$ cat src/rtl/bit_deser_pkg.sv
// Shared types and sizes for the serial bit receiver (bit_deser_rx).
// The optional frame checksum is built only when BIT_DESER_CHECKSUM_EN is defined.
package bit_deser_pkg;

  localparam int unsigned BYTE_W         = 8;
  localparam int unsigned BYTES_PER_WORD = 4;
  localparam int unsigned WORD_W         = BYTE_W * BYTES_PER_WORD;
  localparam int unsigned BCNT_W         = 16;
  localparam int unsigned BIT_CNT_W      = 3;
  localparam int unsigned BIW_W          = 2;
  localparam int unsigned PART_W         = WORD_W - BYTE_W;

  typedef enum logic [2:0] {
    IDLE,
    RECV,
    DRAIN,
    FLUSH,
    DONE
  } state_e;

  // Left-align 1..3 pending bytes (held right-aligned) into a zero-padded word.
  function automatic logic [WORD_W-1:0] pad_word(input logic [PART_W-1:0] part,
                                                 input logic [BIW_W-1:0]  nbytes);
    logic [WORD_W-1:0] w;
    w = '0;
    case (nbytes)
      BIW_W'(1): w = {part[BYTE_W-1:0],     24'h0};
      BIW_W'(2): w = {part[2*BYTE_W-1:0],   16'h0};
      BIW_W'(3): w = {part[3*BYTE_W-1:0],    8'h0};
      default:   w = '0;
    endcase
    return w;
  endfunction

endpackage

$ cat src/rtl/bit_deser_rx_if.sv
// Bit-stream input and RAM write / status output bundle of bit_deser_rx.
// checksum_o exists only when BIT_DESER_CHECKSUM_EN is defined.
interface bit_deser_rx_if #(
  parameter int unsigned ADDR_W = 9,
  parameter int unsigned LEN_W  = 8
);

  logic              bit_in;
  logic              bit_valid_in;
  logic [LEN_W-1:0]  length_in;
  logic [ADDR_W-1:0] ram_base_in;
  logic [7:0]        byte_o;
  logic              byte_valid_o;
  logic [ADDR_W-1:0] ram_addr_o;
  logic [31:0]       ram_data_o;
  logic              ram_wr_o;
  logic              frame_done_o;
  logic              frame_err_o;
  logic [ADDR_W-1:0] word_cnt_o;
`ifdef BIT_DESER_CHECKSUM_EN
  logic [7:0]        checksum_o;

  modport master (
    output bit_in, bit_valid_in, length_in, ram_base_in,
    input  byte_o, byte_valid_o, ram_addr_o, ram_data_o, ram_wr_o,
    input  frame_done_o, frame_err_o, word_cnt_o, checksum_o
  );

  modport slave (
    input  bit_in, bit_valid_in, length_in, ram_base_in,
    output byte_o, byte_valid_o, ram_addr_o, ram_data_o, ram_wr_o,
    output frame_done_o, frame_err_o, word_cnt_o, checksum_o
  );
`else
  modport master (
    output bit_in, bit_valid_in, length_in, ram_base_in,
    input  byte_o, byte_valid_o, ram_addr_o, ram_data_o, ram_wr_o,
    input  frame_done_o, frame_err_o, word_cnt_o
  );

  modport slave (
    input  bit_in, bit_valid_in, length_in, ram_base_in,
    output byte_o, byte_valid_o, ram_addr_o, ram_data_o, ram_wr_o,
    output frame_done_o, frame_err_o, word_cnt_o
  );
`endif

endinterface

$ cat src/rtl/bit_deser_byte_shift.sv
// MSB-first byte assembler: 7 stored bits plus the live bit form the byte,
// a 3-bit counter marks the 8th bit and reports partially received bytes.
module bit_deser_byte_shift
  import bit_deser_pkg::*;
(
  input  logic              clk,
  input  logic              rst,
  input  logic              clr,
  input  logic              shift_en,
  input  logic              bit_in,
  output logic [BYTE_W-1:0] byte_c,
  output logic              byte_stb_c,
  output logic              pending_c
);

  logic [BYTE_W-2:0]    sr_q;
  logic [BIT_CNT_W-1:0] cnt_q;

  always_ff @(posedge clk) begin
    if (rst) begin
      sr_q  <= '0;
      cnt_q <= '0;
    end else if (clr) begin
      sr_q  <= '0;
      cnt_q <= '0;
    end else if (shift_en) begin
      sr_q  <= byte_c[BYTE_W-2:0];
      cnt_q <= cnt_q + BIT_CNT_W'(1);
    end
  end

  assign byte_c     = {sr_q, bit_in};
  assign byte_stb_c = shift_en && (cnt_q == BIT_CNT_W'(BYTE_W - 1));
  assign pending_c  = (cnt_q != '0);

endmodule

$ cat src/rtl/bit_deser_rx.sv
// Serial bit receiver: rebuilds bytes, packs big-endian 32-bit words into RAM
// and reports frame done / framing error. Option: BIT_DESER_CHECKSUM_EN.
module bit_deser_rx
  import bit_deser_pkg::*;
#(
  parameter int unsigned ADDR_W = 9,
  parameter int unsigned LEN_W  = 8
) (
  input  logic          clk,
  input  logic          rst,
  bit_deser_rx_if.slave bus
);

  state_e state_q, state_d;

  logic [LEN_W-1:0]  len_q, len_d;
  logic [ADDR_W-1:0] addr_q, addr_d;
  logic [BCNT_W-1:0] bcnt_q, bcnt_d;
  logic [BIW_W-1:0]  biw_q, biw_d;
  logic [PART_W-1:0] word_q, word_d;
  logic [ADDR_W-1:0] wcnt_q, wcnt_d;
  logic              err_q, err_d;

  logic [BYTE_W-1:0] byte_q, byte_d;
  logic              byte_valid_q, byte_valid_d;
  logic [ADDR_W-1:0] ram_addr_q, ram_addr_d;
  logic [WORD_W-1:0] ram_data_q, ram_data_d;
  logic              ram_wr_q, ram_wr_d;
  logic              done_q, done_d;
  logic              ferr_q, ferr_d;
  logic [ADDR_W-1:0] word_cnt_q, word_cnt_d;

`ifdef BIT_DESER_CHECKSUM_EN
  logic [BYTE_W-1:0] csum_q, csum_d;
  logic [BYTE_W-1:0] chk_q, chk_d;
`endif

  logic              shift_en;
  logic              shift_clr;
  logic [BYTE_W-1:0] byte_c;
  logic              byte_stb_c;
  logic              pending_c;

  bit_deser_byte_shift u_shift (
    .clk        (clk),
    .rst        (rst),
    .clr        (shift_clr),
    .shift_en   (shift_en),
    .bit_in     (bus.bit_in),
    .byte_c     (byte_c),
    .byte_stb_c (byte_stb_c),
    .pending_c  (pending_c)
  );

  // State and datapath registers
  always_ff @(posedge clk) begin
    if (rst) begin
      state_q      <= IDLE;
      len_q        <= '0;
      addr_q       <= '0;
      bcnt_q       <= '0;
      biw_q        <= '0;
      word_q       <= '0;
      wcnt_q       <= '0;
      err_q        <= 1'b0;
      byte_q       <= '0;
      byte_valid_q <= 1'b0;
      ram_addr_q   <= '0;
      ram_data_q   <= '0;
      ram_wr_q     <= 1'b0;
      done_q       <= 1'b0;
      ferr_q       <= 1'b0;
      word_cnt_q   <= '0;
`ifdef BIT_DESER_CHECKSUM_EN
      csum_q       <= '0;
      chk_q        <= '0;
`endif
    end else begin
      state_q      <= state_d;
      len_q        <= len_d;
      addr_q       <= addr_d;
      bcnt_q       <= bcnt_d;
      biw_q        <= biw_d;
      word_q       <= word_d;
      wcnt_q       <= wcnt_d;
      err_q        <= err_d;
      byte_q       <= byte_d;
      byte_valid_q <= byte_valid_d;
      ram_addr_q   <= ram_addr_d;
      ram_data_q   <= ram_data_d;
      ram_wr_q     <= ram_wr_d;
      done_q       <= done_d;
      ferr_q       <= ferr_d;
      word_cnt_q   <= word_cnt_d;
`ifdef BIT_DESER_CHECKSUM_EN
      csum_q       <= csum_d;
      chk_q        <= chk_d;
`endif
    end
  end

  // Next-state and next-output logic
  always_comb begin
    state_d      = state_q;
    len_d        = len_q;
    addr_d       = addr_q;
    bcnt_d       = bcnt_q;
    biw_d        = biw_q;
    word_d       = word_q;
    wcnt_d       = wcnt_q;
    err_d        = err_q;
    byte_d       = byte_q;
    byte_valid_d = 1'b0;
    ram_addr_d   = ram_addr_q;
    ram_data_d   = ram_data_q;
    ram_wr_d     = 1'b0;
    done_d       = 1'b0;
    ferr_d       = 1'b0;
    word_cnt_d   = word_cnt_q;
    shift_en     = 1'b0;
    shift_clr    = 1'b0;
`ifdef BIT_DESER_CHECKSUM_EN
    csum_d       = csum_q;
    chk_d        = chk_q;
`endif

    case (state_q)
      IDLE: begin
        if (bus.bit_valid_in) begin
          shift_en = 1'b1;
          len_d    = bus.length_in;
          addr_d   = bus.ram_base_in;
          bcnt_d   = '0;
          biw_d    = '0;
          word_d   = '0;
          wcnt_d   = '0;
          err_d    = 1'b0;
`ifdef BIT_DESER_CHECKSUM_EN
          csum_d   = '0;
          chk_d    = '0;
`endif
          state_d  = RECV;
        end
      end

      RECV: begin
        if (bus.bit_valid_in) begin
          shift_en = 1'b1;
          if (byte_stb_c) begin
            byte_d       = byte_c;
            byte_valid_d = 1'b1;
`ifdef BIT_DESER_CHECKSUM_EN
            csum_d       = csum_q ^ byte_c;
`endif
            if (bcnt_q != '1) begin
              bcnt_d = bcnt_q + BCNT_W'(1);
            end
            // Fourth byte completes the word: write in the same cycle as the byte pulse
            if (biw_q == BIW_W'(BYTES_PER_WORD - 1)) begin
              ram_wr_d   = 1'b1;
              ram_addr_d = addr_q;
              ram_data_d = {word_q, byte_c};
              addr_d     = addr_q + ADDR_W'(1);
              wcnt_d     = wcnt_q + ADDR_W'(1);
              biw_d      = '0;
              word_d     = '0;
            end else begin
              biw_d  = biw_q + BIW_W'(1);
              word_d = {word_q[PART_W-BYTE_W-1:0], byte_c};
            end
            if ((len_q != '0) && (bcnt_d == BCNT_W'(len_q))) begin
              state_d = DRAIN;
            end
          end
        end else begin
          state_d = FLUSH;
          err_d   = pending_c || ((len_q != '0) && (bcnt_q < BCNT_W'(len_q)));
        end
      end

      DRAIN: begin
        if (!bus.bit_valid_in) begin
          state_d = FLUSH;
          err_d   = 1'b0;
        end
      end

      FLUSH: begin
        shift_clr = 1'b1;
        ferr_d    = err_q;
        if (biw_q != '0) begin
          ram_wr_d   = 1'b1;
          ram_addr_d = addr_q;
          ram_data_d = pad_word(word_q, biw_q);
          addr_d     = addr_q + ADDR_W'(1);
          wcnt_d     = wcnt_q + ADDR_W'(1);
          biw_d      = '0;
          word_d     = '0;
        end
        state_d = DONE;
      end

      DONE: begin
        done_d     = 1'b1;
        word_cnt_d = wcnt_q;
`ifdef BIT_DESER_CHECKSUM_EN
        chk_d      = csum_q;
`endif
        state_d    = IDLE;
      end

      default: state_d = IDLE;
    endcase
  end

  assign bus.byte_o       = byte_q;
  assign bus.byte_valid_o = byte_valid_q;
  assign bus.ram_addr_o   = ram_addr_q;
  assign bus.ram_data_o   = ram_data_q;
  assign bus.ram_wr_o     = ram_wr_q;
  assign bus.frame_done_o = done_q;
  assign bus.frame_err_o  = ferr_q;
  assign bus.word_cnt_o   = word_cnt_q;
`ifdef BIT_DESER_CHECKSUM_EN
  assign bus.checksum_o   = chk_q;
`endif

endmodule

$ cat src/flat_wrapper.sv
// flat-port wrapper written by rule: the top's interface ports become plain ports
module bit_deser_rx_flat import bit_deser_pkg::*;
#(
  parameter int unsigned ADDR_W = 9,
  parameter int unsigned LEN_W  = 8
)
  (clk, rst, bus_bit_in, bus_bit_valid_in, bus_length_in, bus_ram_base_in, bus_byte_o, bus_byte_valid_o, bus_ram_addr_o, bus_ram_data_o, bus_ram_wr_o, bus_frame_done_o, bus_frame_err_o, bus_word_cnt_o);
  bit_deser_rx_if #(.ADDR_W(ADDR_W), .LEN_W(LEN_W)) bus_i ();
  input  logic clk;
  input  logic rst;
  input wire logic [$bits(bus_i.bit_in)-1:0] bus_bit_in;
  input wire logic [$bits(bus_i.bit_valid_in)-1:0] bus_bit_valid_in;
  input wire logic [$bits(bus_i.length_in)-1:0] bus_length_in;
  input wire logic [$bits(bus_i.ram_base_in)-1:0] bus_ram_base_in;
  output wire logic [$bits(bus_i.byte_o)-1:0] bus_byte_o;
  output wire logic [$bits(bus_i.byte_valid_o)-1:0] bus_byte_valid_o;
  output wire logic [$bits(bus_i.ram_addr_o)-1:0] bus_ram_addr_o;
  output wire logic [$bits(bus_i.ram_data_o)-1:0] bus_ram_data_o;
  output wire logic [$bits(bus_i.ram_wr_o)-1:0] bus_ram_wr_o;
  output wire logic [$bits(bus_i.frame_done_o)-1:0] bus_frame_done_o;
  output wire logic [$bits(bus_i.frame_err_o)-1:0] bus_frame_err_o;
  output wire logic [$bits(bus_i.word_cnt_o)-1:0] bus_word_cnt_o;
  assign bus_i.bit_in = bus_bit_in;
  assign bus_i.bit_valid_in = bus_bit_valid_in;
  assign bus_i.length_in = bus_length_in;
  assign bus_i.ram_base_in = bus_ram_base_in;
  assign bus_byte_o = bus_i.byte_o;
  assign bus_byte_valid_o = bus_i.byte_valid_o;
  assign bus_ram_addr_o = bus_i.ram_addr_o;
  assign bus_ram_data_o = bus_i.ram_data_o;
  assign bus_ram_wr_o = bus_i.ram_wr_o;
  assign bus_frame_done_o = bus_i.frame_done_o;
  assign bus_frame_err_o = bus_i.frame_err_o;
  assign bus_word_cnt_o = bus_i.word_cnt_o;
  bit_deser_rx #(.ADDR_W(ADDR_W), .LEN_W(LEN_W)) u_core (.clk(clk), .rst(rst), .bus(bus_i));
endmodule
$ cat config.mk
export PLATFORM = sky130hd
export DESIGN_NAME = bit_deser_rx_flat
export DESIGN_NICKNAME = d
export VERILOG_FILES = /design/src/rtl/bit_deser_pkg.sv /design/src/rtl/bit_deser_rx_if.sv /design/src/rtl/bit_deser_byte_shift.sv /design/src/rtl/bit_deser_rx.sv /design/src/flat_wrapper.sv
export SDC_FILE = /design/constraint.sdc
export NUM_CORES = 1
export LEC_CHECK = 0
export CAP_MARGIN = 20
export CORE_ASPECT_RATIO = 0.9
export CORE_MARGIN = 5
export CORE_UTILIZATION = 45
export CTS_CLUSTER_DIAMETER = 100
export DETAILED_ROUTE_END_ITERATION = 8
export PLACE_DENSITY = 0.73
export SYNTH_ARGS = -nofsm -noshare
export SYNTH_HDL_FRONTEND = slang
export SYNTH_SLANG_ARGS = --single-unit
$ cat constraint.sdc
create_clock -name clk -period 3.3 [get_ports clk]
set_clock_uncertainty 0.1 [all_clocks]
set_input_delay 0.66 -clock clk [delete_from_list [all_inputs] [get_ports clk]]
set_output_delay 0.66 -clock clk [all_outputs]
set_load 0.02 [all_outputs]
Word-level counts from Yosys, hierarchy flattened
Cells that the tools add are included.
{"block": "totals", "ff_bits": 144, "wordCells": 133, "output_inout_bits": 62}
{"block": "classes", "add_sub_neg": 5, "n_mux": 63, "n_reduce_logical": 24, "n_eq_ne": 19, "magnitude_cmp": 1, "n_bitwise": 3}
{"cell": "32-bit two-way mux", "count": 4}
{"cell": "9-bit two-way mux", "count": 14}
{"cell": "24-bit two-way mux", "count": 5}
{"cell": "16-bit two-way mux", "count": 7}
{"cell": "32-bit one-hot mux with 3 select lines", "count": 1}
{"cell": "24-bit one-hot mux with 3 select lines", "count": 1}
{"cell": "32-bit one-hot mux with 2 select lines", "count": 1}
{"cell": "9-bit one-hot mux with 3 select lines", "count": 2}
{"cell": "16-bit one-hot mux with 2 select lines", "count": 1}
{"cell": "9-bit by 1-bit adder with 9-bit output, second input constant", "count": 2}
{"cell": "9-bit one-hot mux with 2 select lines", "count": 1}
{"cell": "16-bit by 1-bit adder with 16-bit output, second input constant", "count": 1}
{"cell": "16-bit by 8-bit == test with 1-bit output", "count": 1}
{"cell": "16-bit by 8-bit less-than comparator with 1-bit output", "count": 1}
{"cell": "16-bit inequality test, second input constant", "count": 1}
{"cell": "3-bit two-way mux", "count": 5}
{"cell": "1-bit two-way mux", "count": 12}
{"cell": "3-bit one-hot mux with 4 select lines", "count": 1}
{"cell": "4-bit AND reduction", "count": 3}
{"cell": "2-bit two-way mux", "count": 5}
{"cell": "5-bit AND reduction", "count": 2}
{"cell": "3-bit nonzero test", "count": 3}
{"cell": "2-bit inequality test, second input constant", "count": 4}
{"cell": "8-bit nonzero test", "count": 1}
{"cell": "other kinds (22)", "count": 36}

Logic depth before layout (Yosys ltp)
{"block": "logic_depth", "word_depth": 13, "depth_mapped": 12}

By module
A second synthesis with hierarchy kept.
{"block": "unflattened", "cells_unflattened": 822, "hier_area_um2": 6617.6}
{"module": "bit_deser_rx", "instances": 1, "area_each_um2": 6185.9, "seq_area_each_um2": 2682.6, "cells_each": 781}
{"module": "bit_deser_byte_shift", "instances": 1, "area_each_um2": 431.7, "seq_area_each_um2": 200.2, "cells_each": 41}

Least setup slack after synthesis
Ideal clock, no wire load.
{"block": "synth_timing", "path_kind": "register to register", "from": "register u_core.bcnt_q[1]", "to": "register u_core.state_q[1]", "setup_time_ns": 0.079, "t_required_ns": 3.121, "synth_period_minus_slack_ns": 2.546, "t_arrival_ns": 2.367, "path_buffers": 0, "slack_ns": 0.754, "stages_incl_launch_ff": 10, "path_cell_list": "dfxtp_1 -> ha_1 -> nand3_1 -> nor4_4 -> and2_1 -> o2111ai_1 -> nor3_1 -> nand4_1 -> a211o_1 -> a211oi_2"}
{"block": "synth_between", "elab_chain_len": 9, "word_cells_on_any_way": 10, "classes_between": "add/sub: 1; eq/ne: 3; mux: 4; reduce/logical: 2"}
{"element": "start, declared", "line": "bit_deser_rx.sv:18", "rtl": "logic [BCNT_W-1:0] bcnt_q, bcnt_d;"}
{"element": "start signal, assigned", "line": "bit_deser_rx.sv:82", "rtl": "bcnt_q <= bcnt_d;"}
{"element": "16-bit by 1-bit adder with 16-bit output or 16-bit inequality test (tied branches)", "line": "bit_deser_rx.sv:156, bit_deser_rx.sv:155"}
{"element": "16-bit two-way mux (*)", "line": "bit_deser_rx.sv:155", "rtl": "if (bcnt_q != '1) begin"}
{"element": "16-bit two-way mux (*)", "line": "bit_deser_rx.sv:149", "rtl": "if (byte_stb_c) begin"}
{"element": "16-bit two-way mux (*)", "line": "bit_deser_rx.sv:147", "rtl": "if (bus.bit_valid_in) begin"}
{"element": "16-bit two-way mux (*)", "line": "bit_deser_rx.sv:127", "rtl": "case (state_q)"}
{"element": "16-bit by 8-bit == test with 1-bit output (*)", "line": "bit_deser_rx.sv:171", "rtl": "if ((len_q != '0) && (bcnt_d == BCNT_W'(len_q))) begin"}
{"element": "1-bit logical AND (*)", "line": "bit_deser_rx.sv:171"}
{"element": "3-bit by 2-bit inequality test with 1-bit output (no source line) (*)"}
{"element": "4-bit AND reduction (no source line) (*)"}
{"element": "end signal, assigned", "line": "bit_deser_rx.sv:79", "rtl": "state_q <= state_d;"}
{"element": "end, declared", "line": "bit_deser_rx.sv:14", "rtl": "state_e state_q, state_d;"}
Every way passes the cells marked *; elsewhere a longest branch is shown, timed or not. The select of a mux whose other input is x is not followed.
A chain may end at the register's enable or synchronous reset.

Worst setup path after layout
{"block": "layout_timing", "from": "register u_core.bcnt_q[0]", "to": "register u_core.state_q[1]"}
The elaborated chain is that of the path after synthesis.

==> results.py <==
metrics = {
    "layout": {
        "drive_above_1_share": 0.0832,
        "area_growth_pct": 22.6,
        "layout_commonest_cell": "nand2_1",
        "instances_no_fill": 1123,
        "final_cell_mix": "nand2_1, dfxtp_1, a21oi_1, clkdlybuf4s50_1, nor2_1",
        "antenna_cells": 0,
        "nets": 950,
    },
    "outcome": {
        "status": "complete, no violations",
    },
    "setup_path": {
        "path_buf_inv": 0,
        "reg2reg_depth": 9,
        "crit_path_top_delay_cell": "dfxtp_1",
        "path_max_fanout": 8,
        "reg2reg_slack_ps": 380,
        "start_kind": "register",
        "cp_top_family": "simple AND/OR/NAND/NOR gates",
        "critPathArrivalTime_ps": 3160,
        "crit_chain": "ha_1, nand3_1, nor3_1, nor4b_4, mux2i_1, nor3_1, nand4_1, a211o_1, a211oi_2",
        "cp_common_cell": "nor3_1",
        "regToRegEndpoint": "u_core.state_q[1]$_SDFFE_PP0P_",
        "setup.worst_path.end_class": "register",
        "timing.rr.start": "u_core.bcnt_q[0]$_SDFFE_PP0P_",
        "critical_path.max_stage_delay_ps": 470,
        "required_ps": 3540,
        "crit_type": "reg -> reg",
    },
    "min_path": {
        "hold_class": "reg -> reg",
        "hold_depth": 2,
        "hp-start": "u_core.bus.ram_data_o[12]$_SDFFE_PP0P_",
        "hold_end": "u_core.bus.ram_data_o[12]$_SDFFE_PP0P_",
    },
    "floorplanning": {
        "core-area_um2": 14700,
        "die_x_um": 139,
        "rows": 42,
        "dieArea_um2": 17500,
        "initial_core_util": 0.458,
        "die-height_um": 126,
        "io_pins": 83,
    },
    "grt": {
        "grt_pass1_vias": 5665,
        "grt_first_pass_wirelength_mm": 28.9,
        "grt.overflow.total": 0,
        "grt_max_degree": 62,
        "grt_antenna_before_repair": 0,
        "grt_use_total": 0.199,
    },
    "clocking": {
        "root_buffer": "clkbuf_16",
        "postCtsResizedCells": 0,
        "clkSlewWorstSetupHoldPaths_ps": 60,
        "cts_tree": "done",
        "clk_latency_ps": 420,
        "cts_made_buffers": 17,
        "post-cts-setup-buffers": 0,
        "cts_max_level": 4,
        "ctsLongestPathBuffers": 2,
        "clock-sinks": 144,
        "postCtsHoldBufs": 0,
    },
    "route": {
        "vias": 6186,
        "drtPass1Iterations": 4,
        "viasPerCell": 5.51,
        "drc": 0,
        "post_drt_wl_per_cell_um": 15.4,
        "routed_wl_mm": 17.2,
        "antenna_left": 0,
        "dr.first_iter.drc_count": 643,
    },
    "pwr": {
        "powerDensity_nw_per_um2": 497,
        "leakage_uw": 0.00285,
        "p_total_uw": 4090,
        "ir_worst_vdd_uv": 388,
    },
    "timing": {
        "finalHoldViolCount": 0,
        "worstMarginPinSlew_ps": 638,
        "finalCriticalPeriod_ps": 2920,
        "fin_crit_sh": 0.884,
        "maxSlewHeadroom": 0.575,
        "fmax_mhz": 343,
        "layout_setup_ws_ps": 384,
        "rsz0062_at_grt": "no",
        "final.setup.tns_ps": 0,
        "finalMaxSlewViolations": 0,
        "setup_viol": 0,
    },
    "placement": {
        "gp_congestion": 0.890,
        "place_hpwl_mm": 11.5,
        "place.port_buffers": 82,
        "pre_cts_ws_ps": 259,
        "placed_cells_incl_taps": 1091,
    },
    "synth": {
        "ys_types": 62,
        "ys_top_cells_by_area": "dfxtp_1, nand2_1, a21oi_1",
        "avgSynthCellArea_um2": 7.89,
        "async_flop_share": 0,
        "synth_nets": 888,
        "synth_edf_count": 0,
        "syn_inst": 850,
        "yosysTopAreaCell": "dfxtp_1",
        "yosysSeqAreaShare": 0.430,
        "ys_warn_count": 0,
        "syn_area_um2": 6710,
        "yosys.area.top_type_share": 0.430,
        "synth-seq-cells": 144,
        "ys.flop_type": "dfxtp_1",
    },
    "run": {
        "drv_cap": 0,
    },
}
## worst register-to-register path, delay by kind of cell, from the launching register on
kind / cells / cell delay [ps]
flip-flops: 1 / 470
AND/OR/NAND/NOR: 5 / 1310
adder cells (fa/ha/maj): 1 / 280
AO/OA/AOI/OAI: 2 / 540
multiplexers: 1 / 130
## flip-flops by register name, indices dropped and copies added, names as in the netlist, 2 cells and up
signal                 flops
u_core.bus.ram_data_o     32
u_core.word_q             24
u_core.bcnt_q             16
u_core.addr_q              9
u_core.bus.ram_addr_o      9
u_core.bus.word_cnt_o      9
u_core.wcnt_q              9
u_core.bus.byte_o          8
u_core.len_q               8
u_core.u_shift.sr_q        7
u_core.state_q             3
u_core.u_shift.cnt_q       3
u_core.biw_q               2
## cell families (layout without fill, tap and decap cells)
| kind of cell | count (synthesis) | count (layout) | share of synthesized area |
|---|---|---|---|
| AO/OA/AOI/OAI | 223 | 223 | 0.202 |
| XOR/XNOR | 12 | 12 | 0.0157 |
| adder cells (fa/ha/maj) | 17 | 17 | 0.0317 |
| buffers and inverters | 80 | 155 | 0.0595 |
| flip-flops | 144 | 144 | 0.430 |
| multiplexers | 2 | 2 | 0.00317 |
| AND/OR/NAND/NOR | 372 | 372 | 0.258 |
## cell type report
| cell class | instances | area, um2 |
|---|---|---|
| clock buffers | 18 | 439 |
| clock inverters | 14 | 164 |
| fillers | 1346 | 6430 |
| inverters | 19 | 71.3 |
| multi-input cells | 626 | 3430 |
| flip-flops and latches | 144 | 2880 |
| well taps | 198 | 248 |
| repair buffers | 104 | 996 |
## metrics by stage
step / instance area, um2 / hold WS (ps) / util
after floorplan: 6710 / 332 / -
after global placement: 7620 / 340 / 0.520
after detailed placement: 7620 / 343 / 0.520
after CTS: 8230 / 351 / 0.561
after global routing: 8230 / 363 / 0.561
final: 8230 / 350 / 0.561
## layer usage
metal / vias to the layer above / wire length [um] / track usage
met5: - / 0 / 0
met4: 0 / 230 / 0.0547
met1: 2855 / 8220 / 0.290
met3: 20 / 1300 / 0.0485
li1: 3100 / - / -
met2: 211 / 7510 / 0.295
## synth_stat cells, drive strengths merged (6+ instances only)
cell type	count
nand2	191
dfxtp	144
a21oi	113
nor2	59
clkbuf	44
o21ai	38
nor3	33
nand3	32
inv	19
ha	17
a221oi	16
buf	16
a22o	12
nand4	12
a211oi	9
a311oi	8
nand2b	8
xnor2	8
a21o	6
## power breakdown
part           switching (uW)  total, uW  internal, uW
combinational             202        323           121
clock                     744       1950          1210
sequential               40.8       1810          1770
## worst max-delay path by stage
stage	from	to	slack [ps]	depth (start not counted)
floorplan	u_core.bcnt_q[1]$_SDFFE_PP0P_	u_core.state_q[1]$_SDFFE_PP0P_	750	9
global placement	bus_bit_valid_in	u_core.state_q[1]$_SDFFE_PP0P_	330	9
detailed placement	bus_bit_valid_in	u_core.state_q[1]$_SDFFE_PP0P_	260	9
CTS	u_core.bcnt_q[1]$_SDFFE_PP0P_	u_core.state_q[1]$_SDFFE_PP0P_	400	9
global route	u_core.bcnt_q[0]$_SDFFE_PP0P_	u_core.state_q[1]$_SDFFE_PP0P_	120	9
finish	u_core.bcnt_q[0]$_SDFFE_PP0P_	u_core.state_q[1]$_SDFFE_PP0P_	380	9
Power figures use the tool's default switching activity.
